[src/rtl/booth_pkg.sv]
// Shared types and helpers for the parametrised radix-4 Booth multiplier.
package booth_pkg;

    typedef enum logic [1:0] {IDLE, BUSY, DONE} state_e;

    typedef enum logic [2:0] {ZERO, P1, P2, M1, M2} booth_digit_e;

    // Window is {b[2k+1], b[2k], b[2k-1]} of the extended multiplier.
    function automatic booth_digit_e booth_decode(input logic [2:0] win);
        booth_digit_e d;
        case (win)
            3'b001, 3'b010: d = P1;
            3'b011:         d = P2;
            3'b100:         d = M2;
            3'b101, 3'b110: d = M1;
            default:        d = ZERO;
        endcase
        return d;
    endfunction

    function automatic int num_digits(input int width);
        return width / 2 + 1;
    endfunction

endpackage

[src/rtl/booth_r4_mult_param_if.sv]
// Operand/result handshake bundle for booth_r4_mult_param.
interface booth_r4_mult_param_if #(
    parameter int WIDTH = 32,
    parameter int TAG_W = 4
);
    logic                 vld_in;
    logic                 rdy_in;
    logic [WIDTH-1:0]     A;
    logic [WIDTH-1:0]     B;
    logic                 is_signed;
    logic [TAG_W-1:0]     tag_in;
    logic                 vld_out;
    logic                 rdy_out;
    logic [2*WIDTH-1:0]   C;
    logic [TAG_W-1:0]     tag_out;

    modport master (
        output vld_in, A, B, is_signed, tag_in, rdy_out,
        input  rdy_in, vld_out, C, tag_out
    );

    modport slave (
        input  vld_in, A, B, is_signed, tag_in, rdy_out,
        output rdy_in, vld_out, C, tag_out
    );
endinterface

[src/rtl/booth_pp_gen.sv]
// One Booth lane: selects 0, +/-M or +/-2M from a 3-bit multiplier window (unshifted).
module booth_pp_gen
    import booth_pkg::*;
#(
    parameter int WIDTH = 32
) (
    input  logic [2:0]                 win,
    input  logic signed [2*WIDTH+1:0]  mcand,
    output logic signed [2*WIDTH+1:0]  pp
);
    booth_digit_e dig;

    assign dig = booth_decode(win);

    always_comb begin
        pp = '0;
        case (dig)
            P1:      pp = mcand;
            P2:      pp = mcand <<< 1;
            M1:      pp = -mcand;
            M2:      pp = -(mcand <<< 1);
            default: pp = '0;
        endcase
    end
endmodule

[src/rtl/booth_r4_mult_param.sv]
// Iterative radix-4 Booth multiplier retiring DPC digits per cycle behind valid/ready handshakes.
module booth_r4_mult_param
    import booth_pkg::*;
#(
    parameter int WIDTH = 32,
    parameter int DPC   = 1,
    parameter int TAG_W = 4
) (
    input  logic                 CLK,
    input  logic                 rst_n,
    booth_r4_mult_param_if.slave io
);
    localparam int ND    = num_digits(WIDTH);
    localparam int NCYC  = (ND + DPC - 1) / DPC;
    localparam int AW    = 2*WIDTH + 2;
    localparam int MW    = WIDTH + 3;
    localparam int CNT_W = (NCYC > 1) ? $clog2(NCYC) : 1;

    if ((WIDTH % 2) != 0 || WIDTH < 4 || DPC < 1 || DPC > ND || TAG_W < 1) begin : g_bad_param
        $error("booth_r4_mult_param: illegal parameters WIDTH=%0d DPC=%0d TAG_W=%0d",
               WIDTH, DPC, TAG_W);
    end

    state_e               state;
    logic [CNT_W-1:0]     cnt;
    logic signed [AW-1:0] mcand;
    logic [MW-1:0]        mplier;
    logic signed [AW-1:0] acc;
    logic signed [AW-1:0] acc_next;
    logic [TAG_W-1:0]     tag;
    logic                 rdy_in_r;
    logic                 vld_out_r;

    logic                 sgn_a;
    logic                 sgn_b;
    logic signed [AW-1:0] mcand_ext;
    logic [MW-1:0]        mplier_ext;
    logic signed [AW-1:0] pp [DPC];

    assign sgn_a      = io.is_signed & io.A[WIDTH-1];
    assign sgn_b      = io.is_signed & io.B[WIDTH-1];
    assign mcand_ext  = {{(WIDTH+2){sgn_a}}, io.A};
    assign mplier_ext = {{2{sgn_b}}, io.B, 1'b0};

    // mcand/mplier are pre-shifted each iteration, so lane j only needs a fixed 4^j weight.
    for (genvar j = 0; j < DPC; j++) begin : g_lane
        logic signed [AW-1:0] pp_raw;

        booth_pp_gen #(.WIDTH(WIDTH)) u_pp (
            .win   (mplier[2*j+2 -: 3]),
            .mcand (mcand),
            .pp    (pp_raw)
        );

        assign pp[j] = ((int'(cnt) * DPC + j) < ND) ? (pp_raw <<< (2*j)) : '0;
    end

    always_comb begin
        acc_next = acc;
        for (int j = 0; j < DPC; j++) begin
            acc_next = acc_next + pp[j];
        end
    end

    always_ff @(posedge CLK or negedge rst_n) begin
        if (!rst_n) begin
            state     <= IDLE;
            cnt       <= '0;
            mcand     <= '0;
            mplier    <= '0;
            acc       <= '0;
            tag       <= '0;
            rdy_in_r  <= 1'b1;
            vld_out_r <= 1'b0;
        end else begin
            case (state)
                IDLE: begin
                    if (io.vld_in) begin
                        mcand    <= mcand_ext;
                        mplier   <= mplier_ext;
                        tag      <= io.tag_in;
                        acc      <= '0;
                        cnt      <= '0;
                        rdy_in_r <= 1'b0;
                        state    <= BUSY;
                    end
                end
                BUSY: begin
                    acc    <= acc_next;
                    mcand  <= mcand << (2*DPC);
                    mplier <= mplier >> (2*DPC);
                    cnt    <= cnt + CNT_W'(1);
                    if (cnt == CNT_W'(NCYC-1)) begin
                        vld_out_r <= 1'b1;
                        state     <= DONE;
                    end
                end
                DONE: begin
                    if (io.rdy_out) begin
                        vld_out_r <= 1'b0;
                        rdy_in_r  <= 1'b1;
                        state     <= IDLE;
                    end
                end
                default: state <= IDLE;
            endcase
        end
    end

    assign io.rdy_in  = rdy_in_r;
    assign io.vld_out = vld_out_r;
    assign io.C       = acc[2*WIDTH-1:0];
    assign io.tag_out = tag;

endmodule

[src/flat_wrapper.sv]
// flat-port wrapper written by rule: the top's interface ports become plain ports
module booth_r4_mult_param_flat import booth_pkg::*;
#(
    parameter int WIDTH = 32,
    parameter int DPC   = 1,
    parameter int TAG_W = 4
)
  (CLK, rst_n, io_vld_in, io_A, io_B, io_is_signed, io_tag_in, io_rdy_out, io_rdy_in, io_vld_out, io_C, io_tag_out);
  booth_r4_mult_param_if #(.WIDTH(WIDTH), .TAG_W(TAG_W)) io_i ();
  input  logic CLK;
  input  logic rst_n;
  input wire logic [$bits(io_i.vld_in)-1:0] io_vld_in;
  input wire logic [$bits(io_i.A)-1:0] io_A;
  input wire logic [$bits(io_i.B)-1:0] io_B;
  input wire logic [$bits(io_i.is_signed)-1:0] io_is_signed;
  input wire logic [$bits(io_i.tag_in)-1:0] io_tag_in;
  input wire logic [$bits(io_i.rdy_out)-1:0] io_rdy_out;
  output wire logic [$bits(io_i.rdy_in)-1:0] io_rdy_in;
  output wire logic [$bits(io_i.vld_out)-1:0] io_vld_out;
  output wire logic [$bits(io_i.C)-1:0] io_C;
  output wire logic [$bits(io_i.tag_out)-1:0] io_tag_out;
  assign io_i.vld_in = io_vld_in;
  assign io_i.A = io_A;
  assign io_i.B = io_B;
  assign io_i.is_signed = io_is_signed;
  assign io_i.tag_in = io_tag_in;
  assign io_i.rdy_out = io_rdy_out;
  assign io_rdy_in = io_i.rdy_in;
  assign io_vld_out = io_i.vld_out;
  assign io_C = io_i.C;
  assign io_tag_out = io_i.tag_out;
  booth_r4_mult_param #(.WIDTH(WIDTH), .DPC(DPC), .TAG_W(TAG_W)) u_core (.CLK(CLK), .rst_n(rst_n), .io(io_i));
endmodule
[config.mk]
export PLATFORM = sky130hd
export DESIGN_NAME = booth_r4_mult_param_flat
export DESIGN_NICKNAME = d
export VERILOG_FILES = /design/src/rtl/booth_pkg.sv /design/src/rtl/booth_r4_mult_param_if.sv /design/src/rtl/booth_pp_gen.sv /design/src/rtl/booth_r4_mult_param.sv /design/src/flat_wrapper.sv
export SDC_FILE = /design/constraint.sdc
export NUM_CORES = 1
export LEC_CHECK = 0
export CAP_MARGIN = 20
export CORE_ASPECT_RATIO = 1.2
export CORE_MARGIN = 4
export CORE_UTILIZATION = 54
export CTS_BUF_LIST = sky130_fd_sc_hd__clkbuf_4 sky130_fd_sc_hd__clkbuf_8
export CTS_CLUSTER_DIAMETER = 150
export CTS_CLUSTER_SIZE = 24
export DETAILED_ROUTE_END_ITERATION = 10
export PLACE_DENSITY_LB_ADDON = 0.12
export SLEW_MARGIN = 20
export SYNTH_ARGS = -nofsm -noshare
export SYNTH_HDL_FRONTEND = slang
export SYNTH_SLANG_ARGS = --single-unit
[constraint.sdc]
create_clock -name CLK -period 5.45 [get_ports CLK]
set_input_delay 1.09 -clock CLK [delete_from_list [all_inputs] [get_ports CLK]]
set_output_delay 1.09 -clock CLK [all_outputs]
set_load 0.005 [all_outputs]
==> impl_metrics.tcl <==
set metrics [dict create \
    postSynthNetCount 2006 \
    synth.yosys.seq_area_share 0.312 \
    ctsHoldBuffers 0 \
    cts_made_buffers 17 \
    grt.total_usage 0.322 \
    post_synth_main_area_contributors "sky130_fd_sc_hd__dfrtp_1, sky130_fd_sc_hd__nand2_1, sky130_fd_sc_hd__nor2_1" \
    crit_required_ns 5.86 \
    worst-endpoint-arrival_ns 6.03 \
    clkLatencyLatePin_ns 0.50 \
    synthToLayoutAreaGrowth_pct 27.4 \
    first_pass_grt_wire_length_um 75200 \
    average_via_count_per_standard_cell 6.19 \
    clkTransAtPathRegs_ns 0.12 \
    finClkSkew_ns 0.0226 \
    synth-main-ff-cell "sky130_fd_sc_hd__dfrtp_1" \
    clock.fmax_ghz 0.178 \
    core_area_mm2 0.0255 \
    synth_cell_types 73 \
    io_pins 143 \
    post-route-worst-setup-slack_ns -0.173 \
    final.hold.worst_slack_ns 0.484 \
    placement_rows 64 \
    run_status "finished, violations left" \
    die_w_um 155 \
    fillerInstances 2151 \
    count_of_flip_flops_with_a_built_in_enable_after_synthesis 0 \
    grt_max_degree 93 \
    drt_iter0_drc 1186 \
    globalRoute.totalOverflow 0 \
    synth_top_area_share 0.311 \
    cts_root_buffer "sky130_fd_sc_hd__clkbuf_8" \
    remaining_drc_errors 0 \
    post_drt_wl_per_cell_um 19.1 \
    end_kind "flop" \
    post_route_setup_tns_ns -0.419 \
    criticalPathCategory "reg -> reg" \
    clock_sink_count 175 \
    min-delay-path-class "reg -> reg" \
    drt_first_pass_iters 7 \
    setup-violations-final 5 \
    synthMostInstantiatedCell "sky130_fd_sc_hd__nand2_1" \
    final_core_util 0.699 \
    vias 15100 \
    asyncSetResetFlopFracSynth 1.00 \
    worst_setup_sp_type "flop" \
    io_buffer_count 142 \
    synth_cells 1866 \
    slew_headroom 0.388 \
    yosysWarningCount 0 \
    floorplan.die.height_um 185 \
    period_share 1.03 \
    antennaDiodeCount 0 \
    synth.top_cells.by_count "sky130_fd_sc_hd__nand2_1, sky130_fd_sc_hd__nor2_1, sky130_fd_sc_hd__dfrtp_1" \
    final_layout_size_suffix_gt1_frac 0.174 \
    finalNetCount 2234 \
    tritoncts_clock_tree "done" \
    ys_ff_latch 175 \
    number_of_h_tree_levels 4 \
    drv_cap 0 \
    clockBufferDepth 2 \
    number_of_antenna_violations_at_the_first_check_in_global_routing 0 \
    postRouteAntennaNets 0 \
    worstMarginPinSlew_ns 0.918 \
    dp_worst_setup_slack_ns -0.171 \
    detailed_place_hpwl_um 33400 \
    finalHoldViolCount 0 \
    final_period_minus_worst_setup_slack_ns 5.62 \
    rsz0062_at_grt "true" \
    maxSlewViolCount 0 \
    gp_routability_congestion 0.933 \
    die_area_mm2 0.0286 \
    failed_checks "negative setup slack" \
    first_global_vias 14600 \
    floorplan.initialDensity 0.549 \
    avgSynthCellArea_um2 7.51 \
    wirelength_um 46500 \
    post_synth_instance_area_mm2 0.0140 \
    worstPathMaxFanout 5 \
    cell_type_with_the_largest_total_area_after_synthesis "sky130_fd_sc_hd__dfrtp_1" \
]
flip-flops by register name, indices dropped and copies added (netlist names):
name               cells
u_core.io.vld_out      1
u_core.acc            64
u_core.mcand          64
u_core.io.tag_out      4
u_core.cnt             5
u_core.io.rdy_in       1
u_core.mplier         34
u_core.state           2
layout by cell type (no fill, tap or decap), drive strengths merged, types with 4 or more instances in the layout:
cell	netlist	routed
nand2	252	252
buf	24	238
nor2	224	224
dfrtp	174	174
o21ai	152	152
clkdlybuf4s50	0	141
nand3	123	123
a21oi	96	96
xnor2	83	83
ha	66	66
o22ai	51	51
xor2	51	51
nor3	45	45
a22oi	36	36
a21o	31	31
a221oi	30	30
inv	20	30
nand4	27	27
or3	27	27
clkbuf	146	18
a211oi	17	17
nand2b	15	15
o31ai	14	14
or4	14	14
a31oi	11	11
nor4	11	11
o21bai	10	10
and3	10	10
a222oi	9	9
and2	9	9
nor2b	8	8
o21a	8	8
or2	7	7
o211ai	6	6
a41oi	5	5
nand3b	4	4
a21boi	4	4
logic make-up after synthesis:
| logic type | after synthesis | share of synthesized area |
|---|---|---|
| AND/OR/NAND/NOR | 787 | 0.258 |
| AO/OA/AOI/OAI | 511 | 0.233 |
| XOR/XNOR | 134 | 0.0837 |
| adder cells (fa/ha/maj) | 67 | 0.0603 |
| multiplexers | 2 | 0.00152 |
| flip-flops | 175 | 0.312 |
| buffers and inverters | 190 | 0.0518 |
worst paths after layout:
kind | from | end | slack (ns) | cells past startpoint
worst max-delay path | u_core.mcand[16]$_DFFE_PN0P_ | u_core.acc[63]$_DFFE_PN0P_ | -0.17 | 21
worst min-delay path | u_core.io.tag_out[3]$_DFFE_PN0P_ | u_core.io.tag_out[3]$_DFFE_PN0P_ | 0.48 | 2
worst max register to register | u_core.mcand[16]$_DFFE_PN0P_ | u_core.acc[63]$_DFFE_PN0P_ | -0.17 | 21
worst min register to register | u_core.io.tag_out[3]$_DFFE_PN0P_ | u_core.io.tag_out[3]$_DFFE_PN0P_ | 0.48 | 2
max in group asynchronous | rst_n | u_core.mcand[48]$_DFFE_PN0P_ | 3.66 | 2
min in group asynchronous | rst_n | u_core.acc[12]$_DFFE_PN0P_ | 0.61 | 1
stage by stage:
step / instance area [um2] / instances
after floorplan: 14100 / 1866
after global placement: 17000 / 2391
after detailed placement: 17000 / 2391
after CTS: 17500 / 2427
after global routing: 17900 / 2437
final: 17900 / 2437
final cells by class:
type | count | area (um2) | share of cell area
flip-flops and latches | 175 | 4380 | 0.245
repair buffers | 379 | 3250 | 0.182
clock buffers | 18 | 241 | 0.0135
clock inverters | 14 | 140 | 0.00785
inverters | 20 | 75.1 | 0.00420
multi-input cells | 1501 | 9360 | 0.524
well taps | 330 | 413 | 0.0231
worst max-delay path: stages (launching register included):
cell,delay (ns)
sky130_fd_sc_hd__dfrtp_1,0.41
sky130_fd_sc_hd__or4_4,0.55
sky130_fd_sc_hd__or4_4,0.52
sky130_fd_sc_hd__buf_4,0.18
sky130_fd_sc_hd__nor3_2,0.23
sky130_fd_sc_hd__buf_4,0.19
sky130_fd_sc_hd__nand3_1,0.16
sky130_fd_sc_hd__or3_1,0.39
sky130_fd_sc_hd__xor2_1,0.16
sky130_fd_sc_hd__mux2_2,0.27
sky130_fd_sc_hd__nand2_1,0.06
sky130_fd_sc_hd__a21oi_1,0.08
sky130_fd_sc_hd__ha_1,0.35
sky130_fd_sc_hd__a21oi_1,0.24
sky130_fd_sc_hd__o21ai_0,0.13
sky130_fd_sc_hd__a21oi_1,0.26
sky130_fd_sc_hd__nand3b_1,0.17
sky130_fd_sc_hd__a32oi_2,0.14
sky130_fd_sc_hd__a21oi_2,0.25
sky130_fd_sc_hd__a31oi_4,0.12
sky130_fd_sc_hd__or4b_4,0.57
sky130_fd_sc_hd__o211ai_1,0.10
timing repair:
action | CTS | global route
endpoints found under the setup margin | 9 | 32
setup buffers | 4 | 10
pin swaps | 9 | 38
resized for setup | 31 | 58
per-layer routing:
metal,share of wire,track usage
met4,0.044,0.139
met1,0.41,0.412
met5,0,0
met2,0.49,0.544
met3,0.059,0.0449
Power is left out: the tool's default activity adds up to more than one toggle a clock period on the data nets, which glitch-free logic cannot reach.
